**src/rtl/fx2_fifo_arbiter.sv**
```systemverilog
`timescale 1ns / 1ps

// Arbitrates a video byte stream and an atomic audio sample stream onto the
// FX2 slave FIFO write port (EP2 video, EP6 audio, EP4 parked after reset).
//   FX2_IFCLK / MAX2_nRESET     : clock, async active-low reset
//   ENABLE                      : permits new grants
//   VID_REQ/VID_DATA/VID_ACK    : video byte source, ACK consumes at the edge
//   AUD_REQ/AUD_DATA/AUD_ACK    : audio sample source, ACK consumes at the edge
//   FX2_FLAGA / FX2_FLAGB       : EP2 / EP6 not full
//   FX2_FIFOADDR/SLWR/FD_OUT    : registered FIFO select, write strobe, data
//   FX2_PKTEND                  : tied inactive
//   VID_STALL_CNT               : saturating video-blocked-by-full counter
module fx2_fifo_arbiter #(
  parameter int unsigned VID_BURST = 16,
  parameter int unsigned AUD_BURST = 4
) (
  input  logic       FX2_IFCLK,
  input  logic       MAX2_nRESET,
  input  logic       ENABLE,
  input  logic       VID_REQ,
  input  logic [7:0] VID_DATA,
  output logic       VID_ACK,
  input  logic       AUD_REQ,
  input  logic [7:0] AUD_DATA,
  output logic       AUD_ACK,
  input  logic       FX2_FLAGA,
  input  logic       FX2_FLAGB,
  output logic [1:0] FX2_FIFOADDR,
  output logic       FX2_SLWR,
  output logic [7:0] FX2_FD_OUT,
  output logic       FX2_PKTEND,
  output logic [15:0] VID_STALL_CNT
);

  typedef enum logic [1:0] {IDLE, SETUP, AUD_XFER, VID_XFER} state_t;

  localparam logic [1:0] ADDR_EP2 = 2'b00;
  localparam logic [1:0] ADDR_EP4 = 2'b01;
  localparam logic [1:0] ADDR_EP6 = 2'b10;
  localparam logic [7:0] VID_LAST = 8'(VID_BURST - 1);
  localparam logic [3:0] AUD_LAST = 4'(AUD_BURST - 1);

  state_t     state, state_next;
  logic [1:0] addr_next;
  logic [7:0] vid_cnt;
  logic [3:0] aud_cnt;
  logic       wr_en;
  logic [7:0] wr_data;

  assign FX2_PKTEND = 1'b1;
  assign wr_en      = AUD_ACK | VID_ACK;
  assign wr_data    = AUD_ACK ? AUD_DATA : VID_DATA;

  always_comb begin
    state_next = state;
    addr_next  = FX2_FIFOADDR;
    VID_ACK    = 1'b0;
    AUD_ACK    = 1'b0;
    case (state)
      IDLE: begin
        // Audio wins only here; SETUP is skipped when the FIFO is already selected.
        if (ENABLE && AUD_REQ && FX2_FLAGB) begin
          addr_next  = ADDR_EP6;
          state_next = (FX2_FIFOADDR == ADDR_EP6) ? AUD_XFER : SETUP;
        end else if (ENABLE && VID_REQ && FX2_FLAGA) begin
          addr_next  = ADDR_EP2;
          state_next = (FX2_FIFOADDR == ADDR_EP2) ? VID_XFER : SETUP;
        end
      end
      SETUP: begin
        state_next = (FX2_FIFOADDR == ADDR_EP6) ? AUD_XFER : VID_XFER;
      end
      AUD_XFER: begin
        if (AUD_REQ && FX2_FLAGB) begin
          AUD_ACK = 1'b1;
          if (aud_cnt == AUD_LAST) state_next = IDLE;
        end
      end
      VID_XFER: begin
        if (ENABLE && VID_REQ && FX2_FLAGA) begin
          VID_ACK = 1'b1;
          if (vid_cnt == VID_LAST) state_next = IDLE;
        end else begin
          state_next = IDLE;
        end
      end
      default: state_next = IDLE;
    endcase
  end

  always_ff @(posedge FX2_IFCLK or negedge MAX2_nRESET) begin
    if (!MAX2_nRESET) begin
      state         <= IDLE;
      FX2_FIFOADDR  <= ADDR_EP4;
      FX2_SLWR      <= 1'b1;
      FX2_FD_OUT    <= '0;
      vid_cnt       <= '0;
      aud_cnt       <= '0;
      VID_STALL_CNT <= '0;
    end else begin
      state        <= state_next;
      FX2_FIFOADDR <= addr_next;
      FX2_SLWR     <= ~wr_en;
      if (wr_en) FX2_FD_OUT <= wr_data;

      // Counters only run inside XFER, so clearing outside it covers every entry.
      if (state == IDLE || state == SETUP) begin
        vid_cnt <= '0;
        aud_cnt <= '0;
      end else begin
        if (VID_ACK) vid_cnt <= vid_cnt + 8'd1;
        if (AUD_ACK) aud_cnt <= aud_cnt + 4'd1;
      end

      if (ENABLE && VID_REQ && !FX2_FLAGA && VID_STALL_CNT != '1)
        VID_STALL_CNT <= VID_STALL_CNT + 16'd1;
    end
  end

endmodule

```
**config.mk**
```make
export PLATFORM = sky130hd
export DESIGN_NAME = fx2_fifo_arbiter
export DESIGN_NICKNAME = d
export VERILOG_FILES = /design/src/rtl/fx2_fifo_arbiter.sv
export SDC_FILE = /design/constraint.sdc
export NUM_CORES = 1
export LEC_CHECK = 0
export ABC_CLOCK_PERIOD_IN_PS = 1790
export CAP_MARGIN = 5
export CORE_MARGIN = 5
export CORE_UTILIZATION = 44
export CTS_BUF_LIST = sky130_fd_sc_hd__clkbuf_16
export DETAILED_ROUTE_END_ITERATION = 12
export PLACE_DENSITY = 0.82
export SKIP_CTS_REPAIR_TIMING = 1
export SYNTH_ARGS = -nofsm -noshare
export SYNTH_HDL_FRONTEND = slang
export SYNTH_SLANG_ARGS = --single-unit
```
**constraint.sdc**
```tcl
create_clock -name FX2_IFCLK -period 1.79 [get_ports FX2_IFCLK]
set_clock_uncertainty 0.1 [all_clocks]
set_input_delay 0.179 -clock FX2_IFCLK [delete_from_list [all_inputs] [get_ports FX2_IFCLK]]
set_output_delay 0.179 -clock FX2_IFCLK [all_outputs]
set_load 0.01 [all_outputs]
```
==> impl_metrics.json <==
{
  "fp.dieArea_sq_mm": 0.006116,
  "final-max-slew-violation-count": 0,
  "class_of_the_tightest_hold_or_removal_check": "primary input to flop",
  "yosysSeqAreaShare_pct": 50.24,
  "setup_tns_ps": 0,
  "grt_pass1_vias": 1793,
  "regToRegEndpoint": "VID_STALL_CNT[7]$_DFFE_PN0P_",
  "setup.worst_path.start_class": "flop",
  "grt_antenna_before_repair": 0,
  "netlist_instances": 195,
  "synth_nets": 221,
  "drt_first_pass_iters": 4,
  "status": "completed",
  "power_frac_seq_pct": 39.4,
  "timing.final.setup_violations": 0,
  "synthesis.yosys.warnings": 0,
  "dp.final_hpwl_um": 3766,
  "internal_power_mw": 2.291,
  "drc": 0,
  "most_instantiated_flip_flop_cell_in_the_synthesis_netlist": "sky130_fd_sc_hd__dfrtp_1",
  "post-route-min-period_ps": 1787,
  "endpoint_kind": "flop",
  "hold_violations": 0,
  "synth_edf_count": 0,
  "crit_arrival_ps": 1900,
  "power_density_mw_per_mm2": 1073,
  "grt_pass1_wl_um": 8707,
  "crit_path_max_fanout": 5,
  "postSynthRegisterBits": 41,
  "grt_max_degree": 42,
  "worstSkewPairLatency_ps": 280,
  "core_sq_mm": 0.004444,
  "num_io_pins": 53,
  "clk_path_buf_depth": 2,
  "dr.first_iter.drc_count": 69,
  "layout_cell_share_with_drive_strength_beyond_1_pct": 20.63,
  "wirelength_um": 5274,
  "worst_slack_ps": 3.043,
  "netlist-cell-type-count": 45,
  "number_of_clock_buffers_inserted_by_tritoncts": 5,
  "fp-row-count": 24,
  "setup_repair_after_global_routing_missed_its_margin": "true",
  "share_comb_of_total_power_pct": 34.7,
  "postLayoutCoreUtil_pct": 68.44,
  "globalRouteOverflowTotal": 0,
  "power_frac_clock_pct": 25.9,
  "vias": 1778,
  "syn_avg_cell_area_sq_um": 10.50,
  "final_nets": 311,
  "die-height_um": 78.21,
  "drv.max_cap_violation_count": 0,
  "reg_to_reg_critical_path_startpoint": "VID_STALL_CNT[0]$_DFFE_PN0P_",
  "critical_path_class": "flop to flop",
  "cts_num_sinks": 41,
  "cts.htree.levels": 2,
  "gp_congestion": 0.8746,
  "grt_use_total_pct": 17.94,
  "switching_share_pct": 29.82,
  "power.ir.vdd_worst_uv": 869.8,
  "diodes_inserted": 0,
  "leakage_nw": 1.419,
  "clkTransAtPathRegs_ps": 60,
  "async_set_or_reset_register_ratio_after_synthesis_pct": 100.0,
  "ff2ff_path_depth": 6,
  "root_buffer": "sky130_fd_sc_hd__clkbuf_16",
  "portBuffers": 51,
  "areaGrowthSynthToFinish_pct": 48.59,
  "worst_ep_required_time_ps": 1900,
  "post_drt_via_cell_ratio": 5.260,
  "drtAntennaViolNets": 0,
  "worstHoldStart": "AUD_DATA[0]",
  "start_util_pct": 46.06,
  "pre_cts_slack_ps": -146.0,
  "tritoncts_clock_tree": "done",
  "tightest_slew_ps": 524.7,
  "max-slew-margin-rel_pct": 65.02,
  "whs_ps": 350.5,
  "synth.cell_area_sq_mm": 0.002047,
  "wl_per_cell_um": 15.60,
  "endpoint": "VID_STALL_CNT[7]$_DFFE_PN0P_",
  "period_share_pct": 99.83,
  "fmax_mhz": 559.6,
  "chipWidth_um": 78.21,
  "setup.worst_path.start": "VID_STALL_CNT[0]$_DFFE_PN0P_",
  "r2r_slack_ps": 3,
  "net_switching_power_mw": 0.9736
}
## routing by layer
metal	GRT usage [%]	up-vias	part of all wire (%)
met5	0	-	0
met1	24.24	866	45
met3	4.005	7	3.2
li1	-	877	-
met4	6.643	0	1.5
met2	28.34	28	50
## power groups by stage
stage	clock network, mW	logic, mW	registers (mW)
floorplan	0	0.348	1.38
global placement	0	1.07	1.29
detailed placement	0	1.09	1.30
CTS	0.859	1.09	1.29
global route	0.901	1.23	1.32
finish	0.846	1.13	1.29
## per-stage QoR
stage          power (mW)  area [sq um]  cells
6_report            3.265          3042    338
5_1_grt             3.446          3042    338
3_3_place_gp        2.361          2830    324
3_5_place_dp        2.387          2830    324
4_1_cts             3.240          2967    332
2_1_floorplan       1.727          2047    195
## area by class of cell
cell class | instances | area, sq um
inverters | 4 | 15.01
clock buffers | 5 | 125.1
fillers | 338 | 1403
multi-input cells | 144 | 992.2
repair buffers | 89 | 804.5
well taps | 52 | 65.06
clock inverters | 3 | 11.26
flip-flops and latches | 41 | 1028
## Yosys cell counts (all sizes together) (2+ instances only)
| cell | count | area share, % |
|---|---|---|
| nand2 | 27 | 5.1 |
| dfstp | 2 | 2.6 |
| nor3 | 2 | 0.49 |
| and4 | 5 | 2.3 |
| buf | 3 | 0.79 |
| a21boi | 3 | 1.1 |
| inv | 4 | 0.73 |
| and2 | 9 | 2.8 |
| clkbuf | 3 | 0.55 |
| nor4b | 2 | 0.86 |
| nand4 | 12 | 4.0 |
| nand3 | 5 | 1.2 |
| mux2i | 8 | 3.9 |
| and3 | 3 | 0.92 |
| o211ai | 3 | 1.1 |
| ha | 3 | 1.8 |
| xnor2 | 17 | 7.3 |
| mux2 | 3 | 1.7 |
| xor2 | 5 | 2.1 |
| dfrtp | 39 | 48 |
| nor4 | 4 | 1.5 |
| nor2 | 5 | 0.92 |
| or2 | 2 | 0.61 |
| o21ai | 13 | 3.2 |
## critical path: stages (launching register included)
cell,delay (ps)
sky130_fd_sc_hd__dfrtp_1,350
sky130_fd_sc_hd__ha_2,190
sky130_fd_sc_hd__nand4_1,210
sky130_fd_sc_hd__or4_4,490
sky130_fd_sc_hd__buf_6,140
sky130_fd_sc_hd__nand4_1,110
sky130_fd_sc_hd__xnor2_1,120
## layout by cell type (no fill, tap or decap), types with 4 or more instances in the layout
cell,n
sky130_fd_sc_hd__and2_1,9
sky130_fd_sc_hd__buf_4,36
sky130_fd_sc_hd__clkbuf_16,5
sky130_fd_sc_hd__clkdlybuf4s50_1,47
sky130_fd_sc_hd__dfrtp_1,39
sky130_fd_sc_hd__inv_1,5
sky130_fd_sc_hd__mux2i_1,8
sky130_fd_sc_hd__nand2_1,26
sky130_fd_sc_hd__nand3_1,5
sky130_fd_sc_hd__nand4_1,11
sky130_fd_sc_hd__nor2_1,4
sky130_fd_sc_hd__o21ai_0,13
sky130_fd_sc_hd__xnor2_1,17
sky130_fd_sc_hd__xor2_1,5
## cell families (layout without fill, tap and decap cells)
logic type                 count (synthesis)  count (layout)  synth area share [%]
muxes                                     11              11                 5.562
buffers and inverters                     10             101                 2.078
AOI/OAI and AO/OA                         25              25                 7.641
and+or+nand+nor                           82              82                 23.04
adders and majority gates                  3               3                 1.834
other                                      1               1                0.1832
DFF                                       41              41                 50.24
xor gates and xnor gates                  22              22                 9.413
## state kept, by name, indices dropped and copies added (netlist names)
name	count
FX2_SLWR	1
FX2_FIFOADDR	2
VID_STALL_CNT	16
FX2_FD_OUT	8
vid_cnt	8
state	2
aud_cnt	4
## worst min-delay path by stage
stage	to	slack, ps	depth (start not counted)
2_1_floorplan	FX2_FD_OUT[0]$_DFFE_PN0N_	-220	0
3_3_place_gp	FX2_FD_OUT[5]$_DFFE_PN0N_	180	2
3_5_place_dp	state[1]$_DFFE_PN0P_	190	2
4_1_cts	FX2_FD_OUT[6]$_DFFE_PN0N_	-110	2
5_1_grt	FX2_FD_OUT[5]$_DFFE_PN0N_	350	3
6_report	FX2_FD_OUT[0]$_DFFE_PN0N_	350	3
(Power assumes the default switching activity.)
